**src/rtl/bcd_to_bin_seq_if.sv**
```systemverilog
// Handshake bundle for the sequential BCD-to-binary converter.
// The master (requester) drives start and bcd_in.
// The slave (converter) returns binary, busy, done and error.
//   start   master->slave  request a conversion
//   bcd_in  master->slave  packed BCD operand, 4*DIGITS bits, digit 0 in [3:0]
//   binary  slave->master  BIN_W-bit result, held between conversions
//   busy    slave->master  converter is iterating or presenting a result
//   done    slave->master  one-cycle pulse, binary/error valid
//   error   slave->master  invalid digit or out-of-range result
interface bcd_to_bin_seq_if #(
    parameter int DIGITS = 5,
    parameter int BIN_W  = 16
);
    logic                  start;
    logic [4*DIGITS-1:0]   bcd_in;
    logic [BIN_W-1:0]      binary;
    logic                  busy;
    logic                  done;
    logic                  error;

    modport master (
        output start, bcd_in,
        input  binary, busy, done, error
    );

    modport slave (
        input  start, bcd_in,
        output binary, busy, done, error
    );
endinterface

```
**src/rtl/bcd_to_bin_seq.sv**
```systemverilog
// Sequential BCD-to-binary converter using reverse double dabble.
// One shift-right/correct step runs per clock, BIN_W steps per operand.
// Ports:
//   clk  single clock, all state changes on the rising edge
//   rst  asynchronous active-high reset, aborts any conversion silently
//   bus  slave side of bcd_to_bin_seq_if (start, bcd_in -> binary, busy, done, error)
module bcd_to_bin_seq #(
    parameter int DIGITS = 5,
    parameter int BIN_W  = 16
) (
    input  logic             clk,
    input  logic             rst,
    bcd_to_bin_seq_if.slave  bus
);

    localparam int CNT_W = (BIN_W > 1) ? $clog2(BIN_W) : 1;

    typedef enum logic [1:0] {
        Idle  = 2'd0,
        Shift = 2'd1,
        Done  = 2'd2
    } state_t;

    state_t                state_q,   state_d;
    logic [CNT_W-1:0]      cnt_q,     cnt_d;
    logic [4*DIGITS-1:0]   bcdWork_q, bcdWork_d;
    logic [BIN_W-1:0]      binWork_q, binWork_d;
    logic [BIN_W-1:0]      binary_q,  binary_d;
    logic                  error_q,   error_d;

    logic [4*DIGITS-1:0]   shBcd;
    logic [4*DIGITS-1:0]   corrBcd;
    logic [BIN_W-1:0]      shBin;
    logic                  anyInvalid;

    // One reverse double dabble step: the combined {bcd, bin} register
    // shifts right so the BCD LSB falls into the binary MSB, then each
    // digit that became 8 or more is brought back into BCD range by
    // subtracting 3 (the inverse of the add-3 used when going the other way).
    // Digits are corrected independently; no borrow crosses a digit.
    always_comb begin
        {shBcd, shBin} = {bcdWork_q, binWork_q} >> 1;
        corrBcd = shBcd;
        for (int d = 0; d < DIGITS; d++) begin
            if (shBcd[4*d+3]) begin
                corrBcd[4*d +: 4] = shBcd[4*d +: 4] - 4'd3;
            end
        end
    end

    // Any incoming digit above 9 makes the operand unusable; it is flagged
    // straight away instead of spending BIN_W cycles on garbage.
    always_comb begin
        anyInvalid = 1'b0;
        for (int d = 0; d < DIGITS; d++) begin
            if (bus.bcd_in[4*d +: 4] > 4'd9) begin
                anyInvalid = 1'b1;
            end
        end
    end

    // Next-state logic. Idle and Done both accept a new operand, so
    // back-to-back requests lose no cycle. On the last Shift step the
    // result is published and any BCD value left in the work register
    // means the decimal number did not fit into BIN_W bits.
    always_comb begin
        state_d   = state_q;
        cnt_d     = cnt_q;
        bcdWork_d = bcdWork_q;
        binWork_d = binWork_q;
        binary_d  = binary_q;
        error_d   = error_q;

        case (state_q)
            Idle, Done: begin
                state_d = Idle;
                if (bus.start) begin
                    bcdWork_d = bus.bcd_in;
                    binWork_d = '0;
                    cnt_d     = '0;
                    if (anyInvalid) begin
                        state_d  = Done;
                        binary_d = '0;
                        error_d  = 1'b1;
                    end else begin
                        state_d = Shift;
                    end
                end
            end
            Shift: begin
                bcdWork_d = corrBcd;
                binWork_d = shBin;
                cnt_d     = cnt_q + 1'b1;
                if (cnt_q == CNT_W'(BIN_W - 1)) begin
                    state_d  = Done;
                    binary_d = shBin;
                    error_d  = (corrBcd != '0);
                end
            end
            default: begin
                state_d = Idle;
            end
        endcase
    end

    // State and datapath registers; reset clears everything so an aborted
    // conversion leaves no trace and produces no done pulse.
    always_ff @(posedge clk or posedge rst) begin
        if (rst) begin
            state_q   <= Idle;
            cnt_q     <= '0;
            bcdWork_q <= '0;
            binWork_q <= '0;
            binary_q  <= '0;
            error_q   <= 1'b0;
        end else begin
            state_q   <= state_d;
            cnt_q     <= cnt_d;
            bcdWork_q <= bcdWork_d;
            binWork_q <= binWork_d;
            binary_q  <= binary_d;
            error_q   <= error_d;
        end
    end

    assign bus.busy   = (state_q != Idle);
    assign bus.done   = (state_q == Done);
    assign bus.binary = binary_q;
    assign bus.error  = error_q;

endmodule

```
**src/flat_wrapper.sv**
```systemverilog
// flat-port wrapper written by rule: the top's interface ports become plain ports
module bcd_to_bin_seq_flat 
#(
    parameter int DIGITS = 5,
    parameter int BIN_W  = 16
)
  (clk, rst, bus_start, bus_bcd_in, bus_binary, bus_busy, bus_done, bus_error);
  bcd_to_bin_seq_if #(.DIGITS(DIGITS), .BIN_W(BIN_W)) bus_i ();
  input  logic clk;
  input  logic rst;
  input wire logic [$bits(bus_i.start)-1:0] bus_start;
  input wire logic [$bits(bus_i.bcd_in)-1:0] bus_bcd_in;
  output wire logic [$bits(bus_i.binary)-1:0] bus_binary;
  output wire logic [$bits(bus_i.busy)-1:0] bus_busy;
  output wire logic [$bits(bus_i.done)-1:0] bus_done;
  output wire logic [$bits(bus_i.error)-1:0] bus_error;
  assign bus_i.start = bus_start;
  assign bus_i.bcd_in = bus_bcd_in;
  assign bus_binary = bus_i.binary;
  assign bus_busy = bus_i.busy;
  assign bus_done = bus_i.done;
  assign bus_error = bus_i.error;
  bcd_to_bin_seq #(.DIGITS(DIGITS), .BIN_W(BIN_W)) u_core (.clk(clk), .rst(rst), .bus(bus_i));
endmodule
```
**config.mk**
```make
export PLATFORM = sky130hd
export DESIGN_NAME = bcd_to_bin_seq_flat
export DESIGN_NICKNAME = d
export VERILOG_FILES = /design/src/rtl/bcd_to_bin_seq_if.sv /design/src/rtl/bcd_to_bin_seq.sv /design/src/flat_wrapper.sv
export SDC_FILE = /design/constraint.sdc
export NUM_CORES = 1
export LEC_CHECK = 0
export ABC_AREA = 1
export BUFFER_PORTS_ARGS = -buffer_cell sky130_fd_sc_hd__clkbuf_2
export CORE_ASPECT_RATIO = 1.5
export CORE_MARGIN = 10
export CORE_UTILIZATION = 40
export DETAILED_ROUTE_END_ITERATION = 8
export GPL_ROUTABILITY_DRIVEN = 1
export SLEW_MARGIN = 10
export SYNTH_ARGS = -nofsm -noshare
export SYNTH_HDL_FRONTEND = slang
export SYNTH_SLANG_ARGS = --single-unit
```
**constraint.sdc**
```tcl
create_clock -name clk -period 2.36 [get_ports clk]
set_input_delay 0.59 -clock clk [delete_from_list [all_inputs] [get_ports clk]]
set_output_delay 0.59 -clock clk [all_outputs]
set_load 0.02 [all_outputs]
```
==> summary.txt, run 1 <==
Vias/cell - 5.01
Final WS setup - 0.472 ns
reg2reg setup slack - 0.52 ns
r2r endpoint - u_core.bus.binary[10]
RR Startpoint - u_core.state_q[0]
Worst Clk Skew - 0.00723 ns
Placed Instance Area - 3110 sq um
Initial Util - 41.3%
io pins - 42
share of cells above drive strength 1 - 23.3%
headroom to the max-slew limit - 72.0%
hold slack final - 0.158 ns
ys async rst share - 100%
WL/cell - 14.2 microns
initial antenna violation count - 0
Synth Instances - 335
Main synth FF type - dfrtp_1
DRT Pass-1 Iters - 5
Area Overhead vs Synth - 14.6%
CORE AREA - 6940 sq um
routability congestion estimate - 0.809
clk_lat worst skew - 0.34 ns
post-synthesis sequential area ratio - 50.6%
DRC - 0
Setup CP Type - reg -> out
largest net degree at the start of global routing - 33
CP required - 1.77 ns
CTS Buf Count - 9
via count - 2305
Cell Pwr Density - 780 nW/um^2
clock sinks - 58
vias in the first global route - 2380
H-tree Lvls - 3
EDFF count, synth - 0
Antenna Violating Nets Remaining - 0
pre-CTS WS - 0.438 ns
Die H - 124 microns
CTS Hold Bufs - 0
commonest non-fill, non-tap cell in the layout - nand2_1
nets@finish - 405
synthesis-stage register bit count - 58
HPWL Detailed - 4.74 mm
diodes inserted - 0
Synth Area per Inst - 8.56 sq um
CTS tree - yes
Setup TNS - 0 ns
fin cells - 460
Netlist cell types - 31
Total GRT Usage - 13.0%
Reg clk slew, reported paths - 0.06 ns
first-pass GRT wire length - 11.2 mm
final WL - 6.55 mm
full die area - 11000 sq um
Final Hold Vio Count - 0
Final Util - 47.4%
Overflow after GRT - 0
Tcrit/Tclk final - 80.0%
number of buffers inserted by port buffering - 41
post-CTS sizing - 0
Tot Pwr - 2.57 mW
Placed Cells incl. Taps - 444
R2R depth - 9
path category of the worst min-delay check - in -> async
Bufs on Longest Clock Path - 2
Fmax - 530 MHz
LEAKAGE - 1.71 nW
worst vdd ir - 383 uV
row count - 37
number of max-cap violations - 0
element type at the critical path start - flip-flop
die width - 89.2 microns
RSZ-0062 raised after global routing - no
Worst-Margin Slew - 0.420 ns
commonest non-fill, non-tap cells in the layout - 117 x nand2_1, 58 x dfrtp_1, 41 x clkbuf_2, 29 x nor2_1, 19 x inv_1
synth warn - 0
Syn Nets - 363
Worst EP arrival - 1.30 ns
post-CTS setup buffer count - 0
Final Slew Violations - 0
min Tclk post-route - 1.89 ns
Finish-stage setup viols - 0
critical path endpoint category - primary output
DRT iter0 DRCs - 64
clock root buffer - clkbuf_8
status - finished, final reports clean
Synth Cell Area - 2870 sq um
fin area - 3290 sq um
largest fanout on the critical path - 11
==> layer usage <==
layer / GRT usage [%] / routed length [microns] / vias up
li1: - / - / 1181
met1: 15.1 / 2830 / 1059
met2: 21.5 / 3250 / 57
met3: 4.38 / 388 / 8
met4: 5.09 / 89 / 0
met5: 0 / 0 / -
==> layout make-up <==
| cell class | count | area (sq um) |
|---|---|---|
| sequential | 58 | 1450 |
| clock buffer | 14 | 173 |
| inverter | 24 | 95.1 |
| clock inverter | 2 | 10.0 |
| fill | 704 | 3660 |
| tap | 78 | 97.6 |
| timing repair buffer | 46 | 255 |
| multi-input combinational | 238 | 1210 |
==> Yosys cell counts, types with 2 or more instances <==
cell type | count | area, sq um
dfrtp_1 | 58 | 1450
o21ai_1 | 2 | 10.0
buf_6 | 7 | 78.8
nand4_1 | 3 | 18.8
nand2_2 | 5 | 31.3
o21ai_0 | 14 | 70.1
nand2_1 | 117 | 439
o22ai_1 | 11 | 68.8
inv_2 | 2 | 7.51
nand3_1 | 13 | 65.1
ha_1 | 5 | 62.6
clkbuf_1 | 4 | 15.0
nand2_4 | 3 | 33.8
nor2_1 | 29 | 109
o211ai_1 | 3 | 22.5
a21oi_1 | 5 | 25.0
o221ai_1 | 3 | 26.3
o21ai_2 | 14 | 123
buf_2 | 3 | 15.0
inv_1 | 20 | 75.1
o21a_1 | 3 | 22.5
inv_4 | 2 | 12.5
==> power breakdown <==
| part | switching [mW] | total [mW] | internal, mW |
|---|---|---|---|
| Sequential | 0.0892 | 1.18 | 1.09 |
| Combinational | 0.362 | 0.550 | 0.188 |
| Clock | 0.375 | 0.839 | 0.464 |
| Total | 0.825 | 2.57 | 1.74 |
==> worst max-delay path: stages, from the launching register on <==
cell      delay [ns]
dfrtp_1         0.40
inv_2           0.26
nand2_1         0.13
clkbuf_2        0.18
==> kinds of logic (layout without fill, tap and decap cells) <==
| family | after synthesis | in the layout | share of synthesized area, % |
|---|---|---|---|
| compound gates | 59 | 59 | 14.1 |
| xor+xnor | 2 | 2 | 0.611 |
| fa+ha+maj | 5 | 5 | 2.18 |
| buf+inv | 39 | 86 | 7.37 |
| flops | 58 | 58 | 50.6 |
| simple gates | 172 | 172 | 25.2 |
==> worst max path at each step <==
stage | depth (start not counted) | end | startpoint
after detailed placement | 8 | u_core.bus.binary[10] | bus_bcd_in[18]
after CTS | 3 | bus_busy | u_core.state_q[0]
after floorplan | 1 | u_core.bcdWork_q[0] | rst
after global placement | 8 | u_core.bus.binary[10] | bus_bcd_in[18]
final | 3 | bus_busy | u_core.state_q[0]
after global routing | 9 | u_core.bus.binary[11] | u_core.state_q[0]
==> registers in the layout, indices dropped and copies added, names as in the netlist <==
register,cells
u_core.state_q,2
u_core.bus.error,1
u_core.bus.binary,16
u_core.binWork_q,15
u_core.cnt_q,4
u_core.bcdWork_q,20
No activity file was read; power rests on OpenSTA's default activity.
==> run 2, diff against run 1 <==
==> constraint.sdc (replaced) <==
create_clock -name clk -period 1.7 [get_ports clk]
set_input_delay 0.425 -clock clk [delete_from_list [all_inputs] [get_ports clk]]
set_output_delay 0.425 -clock clk [all_outputs]
set_load 0.02 [all_outputs]
==> summary.txt, run 2 (synthesized netlist as in run 1, its figures left out) <==
status - finished, final reports clean (unchanged)
Tot Pwr - 3.94 mW (was 2.57 mW)
Worst-Margin Slew - 0.261 ns (was 0.420 ns)
pre-CTS WS - 0.0452 ns (was 0.438 ns)
largest fanout on the critical path - 3 (was 11)
r2r endpoint - u_core.bus.binary[2] (was u_core.bus.binary[10])
vias in the first global route - 2455 (was 2380)
number of buffers inserted by port buffering - 41 (unchanged)
HPWL Detailed - 4.82 mm (was 4.74 mm)
clock root buffer - clkbuf_8 (unchanged)
Die H - 124 microns (unchanged)
Cell Pwr Density - 1150 nW/um^2 (was 780 nW/um^2)
final WL - 6.56 mm (was 6.55 mm)
row count - 37 (unchanged)
routability congestion estimate - 0.849 (was 0.809)
DRC - 0 (unchanged)
full die area - 11000 sq um (unchanged)
CP required - 1.27 ns (was 1.77 ns)
DRT iter0 DRCs - 119 (was 64)
first-pass GRT wire length - 11.2 mm (about the same)
CTS Buf Count - 9 (unchanged)
RR Startpoint - u_core.cnt_q[0] (was u_core.state_q[0])
Largest Register - u_core.bcdWork_q (unchanged)
Tcrit/Tclk final - 95.7%
Final Hold Vio Count - 0 (unchanged)
Finish-stage setup viols - 0 (unchanged)
Placed Cells incl. Taps - 451 (was 444)
fin cells - 468 (was 460)
path category of the worst min-delay check - in -> reg (was in -> async)
Final WS setup - 0.0739 ns (was 0.472 ns)
Setup CP Type - reg -> out (unchanged)
element type at the critical path start - flip-flop (unchanged)
via count - 2348 (was 2305)
min Tclk post-route - 1.63 ns
Setup TNS - 0 ns (unchanged)
clock sinks - 58 (unchanged)
DRT Pass-1 Iters - 4 (was 5)
diodes inserted - 0 (unchanged)
RSZ-0062 raised after global routing - no (unchanged)
Total GRT Usage - 12.9% (was 13.0%)
Placed Instance Area - 3190 sq um (was 3110 sq um)
Worst Clk Skew - 0.00704 ns (was 0.00723 ns)
initial antenna violation count - 0 (unchanged)
H-tree Lvls - 3 (unchanged)
Bufs on Longest Clock Path - 2 (unchanged)
R2R depth - 9 (unchanged)
Worst setup endpoint - bus_done (was bus_busy)
share of cells above drive strength 1 - 25.1% (was 23.3%)
LEAKAGE - 1.77 nW (was 1.71 nW)
worst setup path start - u_core.state_q[1] (was u_core.state_q[0])
Antenna Violating Nets Remaining - 0 (unchanged)
critical path endpoint category - primary output (unchanged)
Area Overhead vs Synth - 19.7% (was 14.6%)
Largest register FFs - 20 (unchanged)
clk_lat worst skew - 0.33 ns (was 0.34 ns)
CORE AREA - 6940 sq um (unchanged)
Final Slew Violations - 0 (unchanged)
die width - 89.2 microns (unchanged)
Fmax - 615 MHz
reg2reg setup slack - 0.17 ns (was 0.52 ns)
Vias/cell - 5.02 (was 5.01)
Initial Util - 41.3% (unchanged)
worst vdd ir - 522 uV (was 383 uV)
commonest non-fill, non-tap cells in the layout - 117 x nand2_1, 58 x dfrtp_1, 41 x clkbuf_2, 29 x nor2_1, 19 x inv_1 (unchanged)
Worst EP arrival - 1.20 ns (was 1.30 ns)
headroom to the max-slew limit - 82.6% (was 72.0%)
io pins - 42 (unchanged)
WL/cell - 14.0 microns (was 14.2 microns)
Overflow after GRT - 0 (unchanged)
fin area - 3430 sq um (was 3290 sq um)
number of max-cap violations - 0 (unchanged)
largest net degree at the start of global routing - 38 (was 33)
nets@finish - 413 (was 405)
Reg clk slew, reported paths - 0.07 ns (was 0.06 ns)
commonest non-fill, non-tap cell in the layout - nand2_1 (unchanged)
CTS tree - yes (unchanged)
post-CTS sizing - 0 (unchanged)
-- run 2: how the worst min path moves through the flow --
stage / cells past startpoint / to / start
2_1_floorplan: 2 / u_core.binWork_q[10] / u_core.binWork_q[10]
3_3_place_gp: 2 / u_core.bus.binary[0] / rst
3_5_place_dp: 2 / u_core.bus.binary[12] / rst
4_1_cts: 3 / u_core.bcdWork_q[14] / bus_bcd_in[14]
5_1_grt: 2 / u_core.bcdWork_q[19] / bus_bcd_in[19]
6_report: 3 / u_core.bcdWork_q[14] / bus_bcd_in[14]
-- run 2: repair_timing --
item	4_1_cts	5_1_grt
hold buffers	1	0
setup buffers	0	0
endpoints found under the hold margin	4	0
-- run 2: final cells by class --
class                      instances  area (sq um)
clock inverter                     4          72.6
fill                             676          3510
clock buffer                      12           165
tap                               78          97.6
sequential                        58          1450
multi-input combinational        238          1210
timing repair buffer              54           343
inverter                          24          98.8
-- run 2: where the power goes --
part,total (mW),switching [mW],leakage [nW],internal [mW]
clock network,1.49,0.551,0.119,0.943
logic,0.811,0.509,0.890,0.302
registers,1.63,0.126,0.762,1.51
total,3.94,1.19,1.77,2.75
-- run 2: metal layers --
metal  track usage, %  share of wire [%]  up-vias
met5                0                  0        -
met2             22.0                 49       57
met3             2.16                4.6       12
met4             6.69                2.1        0
met1             15.1                 44     1084
li1                 -                  -     1195
-- run 2: worst max-delay path: stages, from the launching register on --
cell and delay, ns:
dfrtp_1 0.45, inv_1 0.10, nor2_1 0.13, clkbuf_2 0.19
-- run 2: metrics by stage --
step / hold WS, ns / util, %
2_1_floorplan: 0.442 / -
3_3_place_gp: 0.342 / 45.9
3_5_place_dp: 0.346 / 45.9
4_1_cts: 0.344 / 49.5
5_1_grt: 0.374 / 49.5
6_report: 0.359 / 49.5
